<file path="src/rtl/vga_timing_pkg.sv">
// vga_timing_pkg: axis state type, default 1024x768@70 mode constants and total-length helper
package vga_timing_pkg;
    typedef enum logic [1:0] {ACTIVE, FRONT, SYNC, BACK} axis_state_t;
    localparam int DEF_CNT_WIDTH = 11;
    localparam int DEF_H_ACTIVE = 1024;
    localparam int DEF_H_FRONT = 24;
    localparam int DEF_H_SYNC = 136;
    localparam int DEF_H_BACK = 144;
    localparam int DEF_V_ACTIVE = 768;
    localparam int DEF_V_FRONT = 3;
    localparam int DEF_V_SYNC = 6;
    localparam int DEF_V_BACK = 29;
    function automatic int axis_total(input int active, input int front, input int sync_len, input int back);
        return active + front + sync_len + back;
    endfunction
endpackage

</file>
<file path="src/rtl/vga_axis_timer.sv">
// vga_axis_timer: one display axis, counting through ACTIVE/FRONT/SYNC/BACK with a registered sync
module vga_axis_timer
    import vga_timing_pkg::*;
#(
    parameter int CNT_WIDTH = 11,
    parameter int ACTIVE_LEN = 1024,
    parameter int FRONT_LEN = 24,
    parameter int SYNC_LEN = 136,
    parameter int BACK_LEN = 144,
    parameter bit SYNC_POL = 1'b0
) (
    input  logic                 clk,
    input  logic                 rst_n,
    input  logic                 advance,
    output logic [CNT_WIDTH-1:0] count,
    output axis_state_t          state,
    output logic                 sync,
    output logic                 wrap
);
    localparam int TOTAL = axis_total(ACTIVE_LEN, FRONT_LEN, SYNC_LEN, BACK_LEN);
    localparam logic [CNT_WIDTH-1:0] LAST = CNT_WIDTH'(TOTAL - 1);
    localparam logic [CNT_WIDTH-1:0] FRONT_START = CNT_WIDTH'(ACTIVE_LEN);
    localparam logic [CNT_WIDTH-1:0] SYNC_START = CNT_WIDTH'(ACTIVE_LEN + FRONT_LEN);
    localparam logic [CNT_WIDTH-1:0] BACK_START = CNT_WIDTH'(ACTIVE_LEN + FRONT_LEN + SYNC_LEN);
    logic [CNT_WIDTH-1:0] count_nxt;
    axis_state_t state_nxt;
    always_ff @(posedge clk or negedge rst_n) begin
        if (!rst_n) begin
            count <= LAST;
            state <= BACK;
            sync <= ~SYNC_POL;
        end else begin
            count <= count_nxt;
            state <= state_nxt;
            sync <= (state_nxt == SYNC) ? SYNC_POL : ~SYNC_POL;
        end
    end
    always_comb begin
        count_nxt = advance ? (wrap ? '0 : count + 1'b1) : count;
        state_nxt = state;
        case (state)
            ACTIVE: if (count_nxt == FRONT_START) state_nxt = FRONT;
            FRONT: if (count_nxt == SYNC_START) state_nxt = SYNC;
            SYNC: if (count_nxt == BACK_START) state_nxt = BACK;
            BACK: if (count_nxt == '0) state_nxt = ACTIVE;
            default: state_nxt = BACK;
        endcase
    end
    always_comb begin
        wrap = (count == LAST);
    end
endmodule

</file>
<file path="src/rtl/vga_timing_controller.sv">
// vga_timing_controller: H/V pixel counters decoded into registered sync, blanking and line/frame pulses
module vga_timing_controller
    import vga_timing_pkg::*;
#(
    parameter int CNT_WIDTH = DEF_CNT_WIDTH,
    parameter int H_ACTIVE = DEF_H_ACTIVE,
    parameter int H_FRONT = DEF_H_FRONT,
    parameter int H_SYNC = DEF_H_SYNC,
    parameter int H_BACK = DEF_H_BACK,
    parameter int V_ACTIVE = DEF_V_ACTIVE,
    parameter int V_FRONT = DEF_V_FRONT,
    parameter int V_SYNC = DEF_V_SYNC,
    parameter int V_BACK = DEF_V_BACK,
    parameter bit H_SYNC_POL = 1'b0,
    parameter bit V_SYNC_POL = 1'b0
) (
    input  logic                 control_clock,
    input  logic                 control_reset_n,
    input  logic                 timing_enable,
    input  logic                 pixel_enable,
    output logic [CNT_WIDTH-1:0] pixel_x,
    output logic [CNT_WIDTH-1:0] pixel_y,
    output logic                 hsync,
    output logic                 vsync,
    output logic                 display_enable,
    output logic                 line_start,
    output logic                 frame_start
);
    localparam logic [CNT_WIDTH-1:0] H_LAST_ACT = CNT_WIDTH'(H_ACTIVE - 1);
    localparam logic [CNT_WIDTH-1:0] V_LAST_ACT = CNT_WIDTH'(V_ACTIVE - 1);
    axis_state_t h_state, v_state;
    logic h_adv, h_wrap, v_adv, v_wrap, h_act_nxt, v_act_nxt;
    assign h_adv = timing_enable & pixel_enable;
    assign v_adv = h_adv & h_wrap;
    vga_axis_timer #(
        .CNT_WIDTH(CNT_WIDTH), .ACTIVE_LEN(H_ACTIVE), .FRONT_LEN(H_FRONT),
        .SYNC_LEN(H_SYNC), .BACK_LEN(H_BACK), .SYNC_POL(H_SYNC_POL)
    ) u_h (
        .clk(control_clock), .rst_n(control_reset_n), .advance(h_adv),
        .count(pixel_x), .state(h_state), .sync(hsync), .wrap(h_wrap)
    );
    vga_axis_timer #(
        .CNT_WIDTH(CNT_WIDTH), .ACTIVE_LEN(V_ACTIVE), .FRONT_LEN(V_FRONT),
        .SYNC_LEN(V_SYNC), .BACK_LEN(V_BACK), .SYNC_POL(V_SYNC_POL)
    ) u_v (
        .clk(control_clock), .rst_n(control_reset_n), .advance(v_adv),
        .count(pixel_y), .state(v_state), .sync(vsync), .wrap(v_wrap)
    );
    // Predict next-cycle ACTIVE membership so display_enable is a flop aligned with the counts
    assign h_act_nxt = h_adv ? (h_wrap | ((h_state == ACTIVE) & (pixel_x != H_LAST_ACT))) : (h_state == ACTIVE);
    assign v_act_nxt = v_adv ? (v_wrap | ((v_state == ACTIVE) & (pixel_y != V_LAST_ACT))) : (v_state == ACTIVE);
    always_ff @(posedge control_clock or negedge control_reset_n) begin
        if (!control_reset_n) begin
            display_enable <= 1'b0;
            line_start <= 1'b0;
            frame_start <= 1'b0;
        end else begin
            display_enable <= h_act_nxt & v_act_nxt;
            line_start <= v_adv;
            frame_start <= v_adv & v_wrap;
        end
    end
endmodule

</file>
<file path="config.mk">
export PLATFORM = sky130hd
export DESIGN_NAME = vga_timing_controller
export DESIGN_NICKNAME = d
export VERILOG_FILES = /design/src/rtl/vga_timing_pkg.sv /design/src/rtl/vga_axis_timer.sv /design/src/rtl/vga_timing_controller.sv
export SDC_FILE = /design/constraint.sdc
export NUM_CORES = 1
export LEC_CHECK = 0
export ABC_AREA = 1
export ABC_CLOCK_PERIOD_IN_PS = 2070
export CAP_MARGIN = 20
export CELL_PAD_IN_SITES_DETAIL_PLACEMENT = 0
export CELL_PAD_IN_SITES_GLOBAL_PLACEMENT = 1
export CORE_UTILIZATION = 36
export CTS_CLUSTER_DIAMETER = 120
export DETAILED_ROUTE_END_ITERATION = 7
export HOLD_SLACK_MARGIN = 0.02
export PLACE_DENSITY_LB_ADDON = 0.15
export SKIP_LAST_GASP = 1
export SYNTH_ARGS = -nofsm -noshare
export SYNTH_HDL_FRONTEND = slang
export SYNTH_SLANG_ARGS = --single-unit
</file>
<file path="constraint.sdc">
create_clock -name control_clock -period 2.07 [get_ports control_clock]
set_clock_uncertainty 0.1 [all_clocks]
set_input_delay 0.414 -clock control_clock [delete_from_list [all_inputs] [get_ports control_clock]]
set_output_delay 0.414 -clock control_clock [all_outputs]
set_load 0.05 [all_outputs]
</file>
# Word level (Yosys, flattened, before mapping)
# Cells that the tools add are included.
# W data, S select, Z words.
# word_totals
reg_bits	31
input_bits	4
out_inout_bits	27
wordCells	59
# op_classes
add_sub_neg	2
n_eq_ne	18
n_mux	18
bitwise	8
reduce_logical	4
# op_table
cell	n
$eq A11 B10 Y1 const B	4
$eq A11 B11 Y1 const B	4
$mux W11	4
$add A11 B1 Y11 const B	2
$logic_not A11 Y1	2
$ne A11 B10 Y1 const B	2
$mux W2	8
$pmux W2 S4	2
$eq A2 B2 Y1 const B	6
$and A1 B1 Y1	6
$eq A2 B1 Y1 const B	2
$logic_not A2 Y1	2
$mux W1	4
$or A1 B1 Y1	2

# Logic depth before layout (Yosys ltp)
# logic_depth
ltp_word	8
depth_mapped	16
depth_no_buf	16

# By module
# Synthesis repeated with hierarchy kept, for this count alone.
# unflattened
cells_unflattened	356
area_unflattened_um2	2353.5
# modules_own_cells
module	instances	cells_each	area_per_inst_um2	seq_area_each_um2
vga_axis_timer (u_h)	1	161	1064.8	362.8
vga_axis_timer (u_v)	1	153	1063.5	360.3
vga_timing_controller	1	42	225.2	75.1

# Least setup slack after synthesis
# Ideal clock, no wire load.
# synth_path
path_kind	flip-flop to flip-flop
start	reg u_h.count[1]
end	reg u_v.sync
arrival_ps	2085
t_required_ps	1882
path_slack_ps	-203
path_stages_with_launch	13
period_less_slack_ps	2273
cell_sequence	dfstp_2 ha_1 nand3_4 clkinv_4 nand3_2 nor2_4 nand3_1 nand2_1 nand2_2 nor2_4 nand3_1 nand3_1 nand4_1
# synth_between
elab_chain_cells	8
elab_cells_between_ends	14
# synth_lines
element	line_no	text
start: declaration	vga_axis_timer.sv:15	output logic [CNT_WIDTH-1:0] count,
start signal: assignment	vga_axis_timer.sv:33	count <= count_nxt;
$eq A11 B11 Y1 *	vga_axis_timer.sv:50	wrap = (count == LAST);
$and A1 B1 Y1 *	vga_timing_controller.sv:34	assign v_adv = h_adv & h_wrap;
$mux W11 *	vga_axis_timer.sv:39	count_nxt = advance ? (wrap ? '0 : count + 1'b1) : count;
$eq A11 B10 Y1, or another cell as far along	vga_axis_timer.sv:44	SYNC: if (count_nxt == BACK_START) state_nxt = BACK;
$mux W2 (on tied branches)	n/a	
$pmux W2 S4 *	vga_axis_timer.sv:41	case (state)
$eq A2 B2 Y1 *	vga_axis_timer.sv:35	sync <= (state_nxt == SYNC) ? SYNC_POL : ~SYNC_POL;
$mux W1 *	vga_axis_timer.sv:35	
end signal: assignment	vga_axis_timer.sv:31	sync <= ~SYNC_POL;
end signal: assignment	vga_axis_timer.sv:35	
end: declaration	vga_axis_timer.sv:17	output logic sync,
# Mark *: on every way between the ends. The rest lies on a longest branch, timed or not.

# Worst setup path after layout
# layout_path
start	reg u_h.count[1]
end	reg u_h.sync
# layout_between
elab_chain_cells	8
elab_cells_between_ends	15
# layout_lines
element	line_no	text
$add A11 B1 Y11 / $eq A11 B11 Y1 (equally long branches)	vga_axis_timer.sv:39, vga_axis_timer.sv:50	
$mux W11	vga_axis_timer.sv:39	
$mux W11 *	vga_axis_timer.sv:39	
$eq A11 B11 Y1, or another cell as far along	vga_axis_timer.sv:44	
$mux W2 (on tied branches)	n/a	
$pmux W2 S4 *	vga_axis_timer.sv:41	
net u_h.state_nxt[1]	vga_axis_timer.sv:26	axis_state_t state_nxt;
$eq A2 B2 Y1 *	vga_axis_timer.sv:35	
$mux W1 *	vga_axis_timer.sv:35	
end signal: assignment	vga_axis_timer.sv:31	
end signal: assignment	vga_axis_timer.sv:35	
end: declaration	vga_axis_timer.sv:17	
# The timed path passes the listed nets; every way through them passes the cells marked *.

==> impl_metrics.toml <==
[layout]
utilization_pct = 60.8
fin_cells = 559
finalNetCount = 488
num-fill-cells = 628
n_antenna_cell = 0
syn2layout_area_growth_pct = 60.3
drive_above_1_share_pct = 49.0

[routing]
viasPerCell = 4.70
drcViolationCount = 3
drtAntennaViolNets = 0
drt-pass1-iter-count = 6
wl_per_cell_um = 13.4
wl_um = 7480
drt_iter0_drc = 123
vias = 2625

[worst_setup_path]
critPathCaptureType = "register"
path_class = "reg2reg"
cp_num_buf_inv = 2
cp_common_cell = "nand2_2"
cp_top_family = "simple AND/OR/NAND/NOR gates"
cpPeakStageDelay_ns = 0.63
path_cells = "ha_4 > nand3_4 > buf_6 > nor3_4 > nand2_1 > nand2_2 > nand2_2 > inv_1 > nand2_1 > nor2_2 > nand2_2 > nand2_2 > nand2_2 > nor2_2 > nand3_2"
slowest_stage = "dfstp_4"
required_ns = 2.19
worstPathArrival_ns = 2.38
worstPathMaxFanout = 4
setup.worst_path.start_class = "register"

[power]
power.density_nw_per_um2 = 659
p_clk_share_pct = 28.7
p_leak_nw = 1.90
p_comb_share_pct = 41.1
p_int_mw = 1.61
p_sw_uw = 980
peakVddDrop_mv = 0.431
seq_power_share_pct = 30.2
p_sw_share_pct = 37.8

[timing]
max_freq_ghz = 0.443
hold_viol_final = 0
setup_viol = 6
min_period_ns = 2.26
relSlewSlack_pct = 66.9
finalCritPeriodShare_pct = 109
finalMaxSlewViolations = 0
tightest_slew_ns = 0.495
finalSetupTns_ns = -0.846
rsz0062_at_grt = "yes"
timing.final.ws_setup_ns = -0.187

[logic_synthesis]
ys_seq_elements = 31
synth-adder-area-share_pct = 1.53
yosysWarningCount = 0
synthSimpleGateAreaFrac_pct = 51.7
syn_area_per_cell_um2 = 6.85
netlist_area_um2 = 2450
synth_top_family_by_area = "simple AND/OR/NAND/NOR gates"
synth_compound_area_share_pct = 2.65
synth_mux_area_share_pct = 0
ys_types = 33
yosysSeqAreaShare_pct = 32.6
synth_nets = 365
syn_inst = 358
synth-xor-area-share_pct = 1.79

[cts]
clock_path_buffers = 2
insertion_delay_ns = 0.29
cts_buffers = 5
clockRootBuffer = "clkbuf_8"
htreeDepth = 2
postCtsHoldBufs = 0
clk_pin_slew_ns = 0.08
cts_tree = "done"
clock_sinks = 31

[global_route]
grt_pass1_wl_um = 11800
grt_overflow = 0
grt_pass1_vias = 2479
antenna_found_initial = 0
grt_usage_pct = 21.1
grt_max_degree = 32

[place]
port_buffers = 30
dp_hpwl_um = 5390
placed_cells = 535
gp_congestion = 0.827

[floorplanning]
ios = 31
dieArea_um2 = 7140
initial_core_util_pct = 38.0
coreArea_um2 = 6460
dieHeight_um = 84.5
num_rows = 29
die_w_um = 84.5

[run]
drv_cap = 0

[outcome]
violations = "design-rule violations, negative setup slack"
outcome = "finished with violations"

[min_path]
hold_path.class = "reg2reg"
[through the flow]
stage / setup WS [ns] / hold WS, ns / power (mW) / area, um^2
after floorplan: -0.0882 / 0.0184 / 1.35 / 2500
after global placement: -0.348 / 0.399 / 1.80 / 3430
after detailed placement: -0.374 / 0.404 / 1.81 / 3430
after CTS: -0.194 / 0.408 / 2.58 / 3690
after global routing: -0.354 / 0.435 / 2.71 / 3930
final: -0.187 / 0.416 / 2.59 / 3930
[power by group through the flow]
stage	clock (mW)	combinational [mW]	sequential, mW
final	0.743	1.06	0.782
after detailed placement	0	1.02	0.792
after global routing	0.781	1.14	0.791
after global placement	0	1.01	0.789
after CTS	0.761	1.03	0.782
after floorplan	0	0.310	1.04
[synth_stat cells]
master / instances / share of area [%]
o21ai_2: 1 / 0.36
nand2_2: 15 / 3.8
xnor2_1: 2 / 0.71
nor2_2: 10 / 2.6
clkinv_4: 1 / 0.36
nand2_4: 3 / 1.4
nor3_1: 3 / 0.61
nor2_1: 50 / 7.7
buf_2: 1 / 0.20
nor3_2: 1 / 0.41
nor2b_4: 1 / 0.56
o21ai_1: 1 / 0.20
inv_1: 46 / 7.0
nand4_1: 12 / 3.1
nand3_4: 1 / 0.71
nor3_4: 2 / 1.3
dfrtp_1: 13 / 13
buf_6: 2 / 0.92
nand2_1: 110 / 17
dfstp_2: 18 / 19
nand3_1: 30 / 6.1
nand4_4: 1 / 0.87
inv_2: 4 / 0.61
o311ai_0: 1 / 0.36
a21oi_1: 1 / 0.20
xor2_1: 3 / 1.1
o21ai_0: 6 / 1.2
o21a_1: 1 / 0.31
buf_4: 2 / 0.61
nand3_2: 5 / 2.0
nand4_2: 1 / 0.51
ha_1: 3 / 1.5
nor2_4: 7 / 3.2
[flip-flops by register name, summed over array words and instances (netlist names)]
signal / flops
u_h.count: 11
u_v.count: 11
u_h.state: 2
u_v.state: 2
display_enable: 1
frame_start: 1
line_start: 1
u_h.sync: 1
u_v.sync: 1
[logic make-up after synthesis]
| group | Yosys count |
|---|---|
| AO/OA/AOI/OAI | 11 |
| XOR/XNOR | 5 |
| adder cells (fa/ha/maj) | 3 |
| buffers and inverters | 56 |
| flip-flops | 31 |
| AND/OR/NAND/NOR | 252 |
[path summary, 6_finish.rpt]
check	slack [ns]	startpoint	end	depth (start not counted)
min reg2reg	0.42	u_v.state[1]$_DFF_PN1_	u_v.state[1]$_DFF_PN1_	2
min	0.42	u_v.state[1]$_DFF_PN1_	u_v.state[1]$_DFF_PN1_	2
min in group asynchronous	0.44	control_reset_n	line_start$_DFF_PN0_	2
max in group asynchronous	1.10	control_reset_n	u_v.count[9]$_DFF_PN1_	2
max	-0.19	u_h.count[1]$_DFF_PN1_	u_h.sync$_DFF_PN1_	15
max reg2reg	-0.19	u_h.count[1]$_DFF_PN1_	u_h.sync$_DFF_PN1_	15
[per-layer routing]
layer	GRT usage, %	share of wire [%]	vias to the layer above
met5	0	0	-
met4	5.08	0.94	0
met3	3.44	3.4	7
met2	32.4	47	41
met1	30.8	49	1212
li1	-	-	1365
[cells in the final DEF, fill, tap and decap left out, drive strengths merged]
cell	count
nand2	128
buf	113
nor2	68
inv	50
nand3	36
dfstp	18
nand4	15
dfrtp	13
o21ai	8
clkdlybuf4s50	6
nor3	6
clkbuf	5
ha	3
xor2	3
xnor2	2
bufinv	2
clkinv	1
nor2b	1
o21a	1
a21oi	1
o311ai	1
clkinvlp	1
[cell type report]
cell class	instances	area, um^2	area share (%)
tap	77	96.3	2.45
clock inverter	3	67.6	1.72
multi-input combinational	273	1680	42.8
sequential	31	811	20.6
clock buffer	5	68.8	1.75
inverter	51	196	5.00
timing repair buffer	119	1010	25.7
[tightest hold or removal path: stages, from the launching register on]
cell and delay [ns]:
dfstp_2 0.39, nand2_1 0.07, nand2_2 0.05
[what timing repair did]
item | in CTS | in global routing
pin swaps | 15 | 33
resized for setup | 17 | 47
endpoints found under the setup margin | 6 | 9
setup buffers | 7 | 7
gates cloned | 0 | 2
Power figures use the tool's default switching activity.
